--- src/rtl/sync_fifo_ext.sv ---
// Single-clock FIFO with wrap-bit pointers, threshold flags, error pulses and a
// selectable registered or first-word-fall-through read port.
module sync_fifo_ext #(
    parameter int DATA_WIDTH    = 8,
    parameter int FIFO_DEPTH    = 8,
    parameter int AFULL_THRESH  = 6,
    parameter int AEMPTY_THRESH = 2,
    parameter int FWFT          = 0,
    localparam int ADDR_WIDTH   = $clog2(FIFO_DEPTH)
) (
    input  logic                  clk,
    input  logic                  rst,
    input  logic                  wr_en,
    input  logic [DATA_WIDTH-1:0] wr_data,
    input  logic                  rd_en,
    output logic [DATA_WIDTH-1:0] rd_data,
    output logic                  rd_valid,
    output logic                  full,
    output logic                  empty,
    output logic                  almost_full,
    output logic                  almost_empty,
    output logic [ADDR_WIDTH:0]   count,
    output logic                  overflow,
    output logic                  underflow
);

    localparam logic [ADDR_WIDTH:0] PTR_ONE  = (ADDR_WIDTH+1)'(1);
    localparam logic [ADDR_WIDTH:0] AF_LEVEL = (ADDR_WIDTH+1)'(AFULL_THRESH);
    localparam logic [ADDR_WIDTH:0] AE_LEVEL = (ADDR_WIDTH+1)'(AEMPTY_THRESH);

    logic [DATA_WIDTH-1:0] mem_q [FIFO_DEPTH];
    logic [ADDR_WIDTH:0]   wr_ptr_q, wr_ptr_d;
    logic [ADDR_WIDTH:0]   rd_ptr_q, rd_ptr_d;
    logic                  overflow_q, underflow_q;
    logic                  wr_ok, rd_ok;
    logic [ADDR_WIDTH-1:0] wr_addr, rd_addr;

    assign wr_addr = wr_ptr_q[ADDR_WIDTH-1:0];
    assign rd_addr = rd_ptr_q[ADDR_WIDTH-1:0];

    // Pointers carry one extra wrap bit so full and empty differ only in the MSB.
    assign empty        = (wr_ptr_q == rd_ptr_q);
    assign full         = (wr_addr == rd_addr) && (wr_ptr_q[ADDR_WIDTH] != rd_ptr_q[ADDR_WIDTH]);
    assign count        = wr_ptr_q - rd_ptr_q;
    assign almost_full  = (count >= AF_LEVEL);
    assign almost_empty = (count <= AE_LEVEL);

    // A request is taken on the edge where it is high and the current flag allows it;
    // rejected requests are dropped and reported by a one-cycle error pulse.
    assign wr_ok = wr_en & ~full;
    assign rd_ok = rd_en & ~empty;

    always_comb begin
        wr_ptr_d = wr_ptr_q;
        rd_ptr_d = rd_ptr_q;
        if (wr_ok) wr_ptr_d = wr_ptr_q + PTR_ONE;
        if (rd_ok) rd_ptr_d = rd_ptr_q + PTR_ONE;
    end

    always_ff @(posedge clk or posedge rst) begin
        if (rst) begin
            wr_ptr_q    <= '0;
            rd_ptr_q    <= '0;
            overflow_q  <= 1'b0;
            underflow_q <= 1'b0;
        end else begin
            wr_ptr_q    <= wr_ptr_d;
            rd_ptr_q    <= rd_ptr_d;
            overflow_q  <= wr_en & full;
            underflow_q <= rd_en & empty;
        end
    end

    // Storage is deliberately left unreset; the pointers alone define what is valid.
    always_ff @(posedge clk) begin
        if (wr_ok) mem_q[wr_addr] <= wr_data;
    end

    assign overflow  = overflow_q;
    assign underflow = underflow_q;

    if (FWFT != 0) begin : g_fwft
        assign rd_data  = mem_q[rd_addr];
        assign rd_valid = ~empty;
    end else begin : g_reg
        logic [DATA_WIDTH-1:0] rd_data_q;
        logic                  rd_valid_q;

        always_ff @(posedge clk or posedge rst) begin
            if (rst) begin
                rd_data_q  <= '0;
                rd_valid_q <= 1'b0;
            end else begin
                rd_valid_q <= rd_ok;
                if (rd_ok) rd_data_q <= mem_q[rd_addr];
            end
        end

        assign rd_data  = rd_data_q;
        assign rd_valid = rd_valid_q;
    end

endmodule
--- config.mk ---
export PLATFORM = sky130hd
export DESIGN_NAME = sync_fifo_ext
export DESIGN_NICKNAME = d
export VERILOG_FILES = /design/src/rtl/sync_fifo_ext.sv
export SDC_FILE = /design/constraint.sdc
export NUM_CORES = 1
export LEC_CHECK = 0
export BUFFER_PORTS_ARGS = -buffer_cell sky130_fd_sc_hd__buf_2
export CAP_MARGIN = 20
export CORE_MARGIN = 5
export CORE_UTILIZATION = 40
export CTS_CLUSTER_DIAMETER = 200
export DETAILED_ROUTE_END_ITERATION = 10
export PLACE_DENSITY = 0.68
export SYNTH_ARGS = -nofsm -noshare
export SYNTH_HDL_FRONTEND = slang
export SYNTH_SLANG_ARGS = --single-unit
--- constraint.sdc ---
create_clock -name clk -period 2.8 [get_ports clk]
set_input_delay 0 -clock clk [delete_from_list [all_inputs] [get_ports clk]]
set_output_delay 0 -clock clk [all_outputs]
set_load 0.1 [all_outputs]
==> metrics.txt <==
status completed; Post-Route Setup TNS 0 ps; Longest Clk Path Bufs 2; Setup-failing EPs final 0; clock sink count 83; critical path class reg2reg; pre-CTS WS 459 ps; drt first pass iters 4; Post-synth EDFFs 64; layout cells sized above 1 27.3%; clk_lat worst skew 350 ps; GRT Resource Usage Total 12.8%; I/O Pins 31; initial detailed-routing violation count 109; Detailed Place HPWL 4180 um; placed insts 353; min-delay worst type in2async; fill count 704; pin count of the biggest net entering global routing 36; total global routing overflow 0; Final Max Slew Viols 0; CTS resizes 0; synth cell count leaders edfxtp_1, dfrtp_1, mux2_2, nand2_1, mux2i_1; root buffer cell clkbuf_8; Layout Nets 288; critical path, cell by cell inv_1 > ha_1 > nand3_1 > o211ai_1 > nor3_1; Yosys cell types 31; max cap viols 0; Post-synth top flop edfxtp_1; worst hold slack 317 ps; H-tree level count 3; most numerous cell in the Yosys netlist edfxtp_1; setup ws final 477 ps; Max FO, Critical Path 8; area delta synth->final 20.6%; Slew headroom 34.0%; Mapped Cells 219; num rows 33; fmax 430 MHz; vias per cell 4.95; # DRC 0; synthesized flop and latch total 83; Critical Path Slowest Stage Cell nor3_1; Tcrit/Tclk final 83.0%; final WL 6080 um; top cell type by total area after synthesis edfxtp_1; DR vias 1880; Wirelength per Cell 16.0 um; crit path DAT 2290 ps; largest cells by area after synthesis edfxtp_1, dfrtp_1, mux2_2, mux2i_1, o221ai_1; gp weighted congestion 0.754; die area 10400 sq um; cts bufs inserted 9; worst slew pin tran 982 ps; top cell type's share of synthesized area 56.5%; n_diodes 0; sequential area share after synthesis 70.5%; Routed Antenna Nets 0; CP endpoint kind flip-flop; synth warn 0; critical path launch point type flip-flop; global-route wire length before repair 9760 um; RSZ-0062 raised after global routing false; syn avg cell area 15.5 sq um; CTS tree yes; Worst EP required 2770 ps; Post-Syn Nets 237; Buffers on Ports 30; antenna violations before repair 0; die height 102 um; Reg clk slew, reported paths 90 ps; post-synthesis cell area 3400 sq um; Final min period 2320 ps; Final Skew 9.21 ps; core box area 8260 sq um; starting density of the core 41.2%; vias in the first global route 1844; fraction of registers with async set/reset 22.9%; final hold violations 0; die width 102 um; Post-Layout Cell Count 380; Largest stage delay, worst path 780 ps
[metrics by stage]
step,utilization (%),area [sq um]
3_5_place_dp,45.5,3750
5_1_grt,49.6,4100
4_1_cts,49.6,4100
3_3_place_gp,45.5,3750
2_1_floorplan,-,3410
6_report,49.6,4100
[final timing paths]
check,start,endpoint,slack (ps),cells after the start
worst max register to register,rd_ptr_q[2]$_DFFE_PP0P_,mem_q[1][0]$_DFFE_PP_,480,5
min in group clk,wr_en,overflow$_DFF_PP0_,440,3
worst min-delay path,rst,rd_data[3]$_DFFE_PP0P_,320,3
max in group asynchronous,rst,wr_ptr_q[0]$_DFFE_PP0P_,1990,3
worst max-delay path,rd_ptr_q[2]$_DFFE_PP0P_,mem_q[1][0]$_DFFE_PP_,480,5
worst min register to register,rd_data[7]$_DFFE_PP0P_,rd_data[7]$_DFFE_PP0P_,490,2
[cell type report]
class | count | area, sq um | area share [%]
well taps | 105 | 131 | 3.21
clock buffers | 10 | 138 | 3.36
flip-flops and latches | 83 | 2400 | 58.5
clock inverters | 6 | 96.3 | 2.35
inverters | 10 | 40.0 | 0.977
repair buffers | 47 | 365 | 8.91
multi-input cells | 119 | 931 | 22.7
[cell usage in the layout, fill, tap and decap left out, types with 5 or more instances in the layout]
cell type / instances
a22oi_1: 8
buf_2: 26
buf_4: 6
clkbuf_8: 10
dfrtp_1: 19
dlygate4sd3_1: 11
edfxtp_1: 64
ha_1: 5
inv_1: 9
mux2_2: 17
mux2i_1: 16
nand2_1: 17
nor2_1: 11
o21ai_1: 9
o221ai_1: 8
[critical path: cells and delay by family (launching register included)]
family	cells	cell delay, ps
simple gates	2	910
flops	1	480
fa+ha+maj	1	340
buf+inv	1	70
compound gates	1	140
[layer usage]
layer  vias to the layer above  part of all wire, %  GRT usage, %
met5                         -                    0             0
met4                         0                  2.2          6.66
met3                        11                  2.8          2.25
met2                        28                   45          18.6
met1                       921                   50          18.3
li1                        920                    -             -
[cell families (layout without fill, tap and decap cells)]
| family | count (synthesis) | count (layout) | synth area share, % |
|---|---|---|---|
| flip-flops | 83 | 83 | 70.5 |
| AND/OR/NAND/NOR | 39 | 39 | 5.19 |
| AO/OA/AOI/OAI | 33 | 33 | 6.81 |
| multiplexers | 33 | 33 | 10.3 |
| buffers and inverters | 17 | 73 | 2.43 |
| XOR/XNOR | 8 | 8 | 2.28 |
| adder cells (fa/ha/maj) | 6 | 6 | 2.43 |
[flip-flops by register name (all words and copies together), names as in the netlist]
register / flops
mem_q: 64
overflow: 1
rd_data: 8
rd_ptr_q: 4
rd_valid: 1
underflow: 1
wr_ptr_q: 4
[repair_timing]
action                                 CTS  global route
setup endpoints to repair                0             0
hold buffers                            11             0
buffers inserted                         0             0
endpoints found under the hold margin   85             0
Power is not shown: default switching activity piles up to over one toggle a cycle in this logic, so the estimate is an artifact.
